<file path="src/rtl/timer_pkg.sv">
// Shared types and BCD helpers for the mm:ss countdown timer.
package timer_pkg;

    typedef enum logic [1:0] {
        IDLE    = 2'd0,
        RUNNING = 2'd1,
        PAUSED  = 2'd2,
        DONE    = 2'd3
    } timerState_t;

    typedef logic [7:0] bcd2_t;

    typedef struct packed {
        bcd2_t value;
        logic  borrow;
    } bcdDec_t;

    localparam logic [3:0] BCD_MAX_TENS = 4'd5;
    localparam logic [3:0] BCD_MAX_ONES = 4'd9;

    function automatic logic bcdValid(input bcd2_t v);
        return (v[7:4] <= BCD_MAX_TENS) && (v[3:0] <= BCD_MAX_ONES);
    endfunction

    // Two-digit BCD minus one; 00 wraps to 59 and raises borrow.
    function automatic bcdDec_t bcdDec(input bcd2_t v);
        bcdDec_t r;
        r.borrow = 1'b0;
        if (v[3:0] != 4'd0) begin
            r.value = {v[7:4], v[3:0] - 4'd1};
        end else if (v[7:4] != 4'd0) begin
            r.value = {v[7:4] - 4'd1, BCD_MAX_ONES};
        end else begin
            r.value  = {BCD_MAX_TENS, BCD_MAX_ONES};
            r.borrow = 1'b1;
        end
        return r;
    endfunction

endpackage

</file>
<file path="src/rtl/edge_sync.sv">
// Synchronizes slowClk into clk and emits a registered one-cycle tick per rising edge.
module edge_sync #(
    parameter int SYNC_STAGES = 2
) (
    input  logic clk,
    input  logic reset,
    input  logic din,
    output logic tick
);

    logic [SYNC_STAGES-1:0] sync_r;
    logic [SYNC_STAGES-1:0] fill_r;
    logic                   prev_r;
    logic                   armed_r;
    logic                   tick_r;

    // fill_r marks when the last sync stage holds a real sample rather than its reset value
    always_ff @(posedge clk or negedge reset) begin
        if (!reset) begin
            sync_r  <= {SYNC_STAGES{1'b0}};
            fill_r  <= {SYNC_STAGES{1'b0}};
            prev_r  <= 1'b0;
            armed_r <= 1'b0;
            tick_r  <= 1'b0;
        end else begin
            sync_r  <= {sync_r[SYNC_STAGES-2:0], din};
            fill_r  <= {fill_r[SYNC_STAGES-2:0], 1'b1};
            prev_r  <= sync_r[SYNC_STAGES-1];
            armed_r <= armed_r | (fill_r[SYNC_STAGES-1] & ~sync_r[SYNC_STAGES-1]);
            tick_r  <= armed_r & sync_r[SYNC_STAGES-1] & ~prev_r;
        end
    end

    assign tick = tick_r;

endmodule

</file>
<file path="src/rtl/countdown_timer.sv">
// BCD mm:ss countdown timer with run/pause/done control, clocked by a slowClk-derived tick.
module countdown_timer
    import timer_pkg::*;
#(
    parameter int SYNC_STAGES = 2
) (
    input  logic       clk,
    input  logic       reset,
    input  logic       slowClk,
    input  logic       load,
    input  logic [7:0] loadMin,
    input  logic [7:0] loadSec,
    input  logic       startStop,
    output logic [7:0] minutes,
    output logic [7:0] seconds,
    output logic       running,
    output logic       expired,
    output logic       expiredPulse,
    output logic       loadErr
);

    timerState_t state_r, state_nxt_s;
    bcd2_t       min_r, sec_r, min_nxt_s, sec_nxt_s;
    bcdDec_t     sec_dec_s, min_dec_s;
    logic        tick_s, load_ok_s, is_zero_s, at_one_s, dec_ok_s;
    logic        running_r, expired_r, pulse_r, err_r;
    logic        running_nxt_s, expired_nxt_s, pulse_nxt_s, err_nxt_s;

    edge_sync #(.SYNC_STAGES(SYNC_STAGES)) u_edge_sync (
        .clk   (clk),
        .reset (reset),
        .din   (slowClk),
        .tick  (tick_s)
    );

    assign load_ok_s = bcdValid(loadMin) && bcdValid(loadSec);
    assign sec_dec_s = bcdDec(sec_r);
    assign min_dec_s = bcdDec(min_r);
    assign is_zero_s = (min_r == 8'h00) && (sec_r == 8'h00);
    assign at_one_s  = (min_r == 8'h00) && (sec_r == 8'h01);
    assign dec_ok_s  = !(sec_dec_s.borrow && min_dec_s.borrow);

    // State, count and status registers
    always_ff @(posedge clk or negedge reset) begin
        if (!reset) begin
            state_r   <= IDLE;
            min_r     <= 8'h00;
            sec_r     <= 8'h00;
            running_r <= 1'b0;
            expired_r <= 1'b0;
            pulse_r   <= 1'b0;
            err_r     <= 1'b0;
        end else begin
            state_r   <= state_nxt_s;
            min_r     <= min_nxt_s;
            sec_r     <= sec_nxt_s;
            running_r <= running_nxt_s;
            expired_r <= expired_nxt_s;
            pulse_r   <= pulse_nxt_s;
            err_r     <= err_nxt_s;
        end
    end

    // Next state and count; load outranks startStop in every state
    always_comb begin
        state_nxt_s = state_r;
        min_nxt_s   = min_r;
        sec_nxt_s   = sec_r;
        case (state_r)
            IDLE: begin
                if (load) begin
                    if (load_ok_s) begin
                        min_nxt_s = loadMin;
                        sec_nxt_s = loadSec;
                    end else begin
                        min_nxt_s = min_r;
                    end
                end else if (startStop && !is_zero_s) begin
                    state_nxt_s = RUNNING;
                end else begin
                    state_nxt_s = IDLE;
                end
            end
            RUNNING: begin
                if (startStop && !load) begin
                    state_nxt_s = PAUSED;
                end else if (tick_s && !is_zero_s && dec_ok_s) begin
                    sec_nxt_s = sec_dec_s.value;
                    min_nxt_s = sec_dec_s.borrow ? min_dec_s.value : min_r;
                    state_nxt_s = at_one_s ? DONE : RUNNING;
                end else begin
                    state_nxt_s = RUNNING;
                end
            end
            PAUSED: begin
                if (load) begin
                    if (load_ok_s) begin
                        min_nxt_s   = loadMin;
                        sec_nxt_s   = loadSec;
                        state_nxt_s = IDLE;
                    end else begin
                        state_nxt_s = PAUSED;
                    end
                end else if (startStop) begin
                    state_nxt_s = RUNNING;
                end else begin
                    state_nxt_s = PAUSED;
                end
            end
            DONE: begin
                if (load && load_ok_s) begin
                    min_nxt_s   = loadMin;
                    sec_nxt_s   = loadSec;
                    state_nxt_s = IDLE;
                end else begin
                    state_nxt_s = DONE;
                end
            end
            default: begin
                state_nxt_s = IDLE;
                min_nxt_s   = 8'h00;
                sec_nxt_s   = 8'h00;
            end
        endcase
    end

    // Status values registered alongside the state they describe
    always_comb begin
        running_nxt_s = (state_nxt_s == RUNNING);
        expired_nxt_s = (state_nxt_s == DONE);
        pulse_nxt_s   = (state_r == RUNNING) && (state_nxt_s == DONE);
        err_nxt_s     = load && !load_ok_s && (state_r != RUNNING);
    end

    assign minutes      = min_r;
    assign seconds      = sec_r;
    assign running      = running_r;
    assign expired      = expired_r;
    assign expiredPulse = pulse_r;
    assign loadErr      = err_r;

endmodule

</file>
<file path="config.mk">
export PLATFORM = sky130hd
export DESIGN_NAME = countdown_timer
export DESIGN_NICKNAME = d
export VERILOG_FILES = /design/src/rtl/timer_pkg.sv /design/src/rtl/edge_sync.sv /design/src/rtl/countdown_timer.sv
export SDC_FILE = /design/constraint.sdc
export NUM_CORES = 1
export LEC_CHECK = 0
export CORE_ASPECT_RATIO = 1.75
export CORE_MARGIN = 3
export CORE_UTILIZATION = 53
export DETAILED_ROUTE_END_ITERATION = 16
export GPL_TIMING_DRIVEN = 0
export PLACE_DENSITY = 0.85
export SYNTH_ARGS = -nofsm -noshare
export SYNTH_HDL_FRONTEND = slang
export SYNTH_SLANG_ARGS = --single-unit
</file>
<file path="constraint.sdc">
create_clock -name clk -period 4.3 [get_ports clk]
set_input_delay 1.29 -clock clk [delete_from_list [all_inputs] [get_ports clk]]
set_output_delay 1.29 -clock clk [all_outputs]
set_load 0.05 [all_outputs]
</file>
==> summary.txt <==
Timing
  • Final hold slack: between 0.3 and 0.4 ns
  • Clock skew: roughly 0.010 ns
  • Total negative slack: 0 ns
  • Max Slew Vio Count: 0
  • Setup Viol. Count Final: 0
  • Tmin final: 3.11 ns
  • Max Fclk: 321 MHz
  • RSZ-0062 raised after global routing: false
  • Slew @ Worst Pin: between 0.7 and 0.8 ns
  • Hold Vio Cnt, Final: 0
  • Normalized max-slew margin: 52.0%
  • Period utilization: 72.4%

Synth
  • Post-synthesis sequential area ratio: 43.1%
  • Most used DFF post-synth: dfrtp_1
  • Post-synthesis register bit count: 29
  • Cell variety after synth: 54
  • Post-synthesis async set-or-reset flop share: 100%
  • Gate Count Post-Synth: 173
  • Number of synthesized flops with an enable pin: 0
  • Synthesized net count: 196
  • Synthesized area: between 1500 and 2000 um^2
  • Mean Syn Cell Area: 9.73 um^2
  • Ys Warns: 0

Floorplan
  • Die Height: 80.5 um
  • Die ar.: 3910 um^2
  • Row Count: 26
  • IO Pins: 41
  • Initial core utilization: 56.2%
  • Die width: between 40 and 50 um
  • Area of the core: 2990 um^2

GRT
  • Pin count of the biggest net entering global routing: 30
  • Gr ovfl total: 0
  • First-pass GRT wire length: 7830 um
  • Initial antenna violation count: 0
  • Total Routing Usage GR: 26.6%
  • Vias in the first global route: 1616

Place
  • Placed cells: 255
  • Routability congestion estimate: approximately 0.9
  • PortBufs: 40
  • HPWL after DPL: 3500 um

Worst hold path
  • Hold path depth: 0
  • Min-delay worst type: reg -> reg

Clock network
  • CTS-repair resized insts: 0
  • Clock buffer depth: 2
  • CTS H-tree depth: 2
  • Clock Sinks: 29
  • Clk root buf: clkbuf_8
  • Postcts setup bufs: 0
  • Skew-Pair Late Insertion Delay: 0.29 ns
  • Total CTS buffers: 5
  • Worst-path clk slew: ~0.070 ns
  • Hold buffer count at CTS: 0
  • CTS tree: built

Critical path
  • Cells on worst reg2reg path: 7
  • CP Launch Type: input port
  • Required @ worst endpoint: roughly 4.5 ns
  • Max FO, Critical Path: 8
  • Crit path kind: in -> reg
  • Worst setup EP type: register
  • WP data arrival: 3.28 ns

Final layout
  • Fraction of layout cells with a size suffix above 1: about a tenth
  • Area Growth Syn to Fin: 31.4%
  • Sequential cell area: ~730 um^2
  • N_diodes: 0
  • Multi-input gate area: 897 um^2
  • Final design utilization: 73.9%
  • Filler Cells Inserted: roughly 230
  • Cell Count, Final, Fillers Out: around 260
  • Nets: approximately 240

Route
  • Pre-antenna DRT Iters: 4
  • Via count: 1562
  • Final wirelength: 4650 um
  • WL per Instance: 17.7 um
  • # DRC: 0
  • DRT antenna net count: 0
  • Vias per cell: roughly 5.9
  • First DRT Iteration DRCs: about 70

Power
  • Peak supply drop: 0.000546 V
  • Pleak: 0.880 nW
  • Pwr/cell area: 800 nW/um^2
  • Power, Total: 1.77 mW

Run
  • Number of max-cap violations: 0

Outcome
  • Outcome: complete, no violations
==> registers in the layout (all words and copies together) (netlist names), 2 cells and up <==
register	count
minutes	8
state_r	2
u_edge_sync.fill_r	2
seconds	8
u_edge_sync.sync_r	2
==> cell usage in the layout (no fill, tap or decap), types with 5 or more instances in the layout <==
cell type	count
nand2_1	15
o21ai_1	5
o21ai_0	9
clkdlybuf4s50_1	39
nor2_1	15
a21oi_1	10
nor3_1	6
dfrtp_1	29
clkbuf_8	5
inv_1	8
clkbuf_1	5
==> synthesized netlist by cell type (all sizes together), types with 3 or more instances <==
cell / instances / area share, %
dfrtp: 29 / 43
nor2: 17 / 4.7
nand2: 15 / 3.3
o21ai: 15 / 4.7
a21oi: 10 / 3.0
inv: 9 / 2.0
nor3: 6 / 1.8
nor4: 6 / 3.9
a2bb2oi: 5 / 3.0
a211oi: 4 / 2.5
buf: 4 / 1.1
mux2: 4 / 3.1
mux2i: 4 / 2.4
o31ai: 3 / 1.3
==> critical path: stages <==
cell,delay (ns)
clkdlybuf4s50_1,0.45
a211oi_1,0.28
nand4_1,0.25
a2bb2oi_2,0.27
a211oi_4,0.39
mux2_4,0.35
==> layer usage <==
layer  wire [um]  vias up  track usage, %  part of all wire [%]
met5           0        -               0                     0
met4         169        0            16.8                   3.6
met3         269       16            4.27                   5.8
met2        2580       81            49.3                    56
met1        1630      734            27.5                    35
li1            -      731               -                     -
==> final timing paths <==
path	to	startpoint	slack, ns
min in group asynchronous	seconds[4]$_DFFE_PN0P_	reset	1.04
min	u_edge_sync.fill_r[1]$_DFF_PN0_	u_edge_sync.fill_r[0]$_DFF_PN0_	0.35
max reg2reg	minutes[7]$_DFFE_PN0P_	seconds[4]$_DFFE_PN0P_	1.94
max	seconds[4]$_DFFE_PN0P_	loadMin[5]	1.19
max in group asynchronous	u_edge_sync.fill_r[0]$_DFF_PN0_	reset	2.78
min reg2reg	u_edge_sync.fill_r[1]$_DFF_PN0_	u_edge_sync.fill_r[0]$_DFF_PN0_	0.35
==> kinds of logic (layout without fill, tap and decap cells) <==
| logic type | count (synthesis) | in the layout | share of synthesized area (%) |
|---|---|---|---|
| compound gates | 53 | 53 | 22.8 |
| buf+inv | 15 | 63 | 3.57 |
| flops | 29 | 29 | 43.1 |
| other cells | 1 | 1 | 0.223 |
| fa+ha+maj | 2 | 2 | 1.49 |
| mux | 8 | 8 | 5.50 |
| xor+xnor | 2 | 2 | 1.04 |
| simple gates | 63 | 63 | 22.2 |
==> layout make-up <==
class | count | area share, %
Timing Repair Buffer | 40 | 17.9
Multi-Input combinational cell | 129 | 40.6
Sequential cell | 29 | 32.8
Buffer | 6 | 1.19
Inverter | 9 | 1.53
Clock buffer | 8 | 3.62
Tap cell | 42 | 2.38
==> power breakdown <==
group / internal [mW] / switching (mW)
clock network: 0.115 / 0.0993
logic: 0.386 / 0.661
registers: 0.366 / 0.141
==> per-stage QoR <==
stage | worst slack (ns) | cell area, um^2
after global placement | 0.954 | 2140
after CTS | 1.22 | 2220
final | 1.19 | 2210
after global routing | 1.09 | 2210
after detailed placement | 0.930 | 2140
after floorplan | 1.66 | 1680
(Power assumes the default switching activity.)
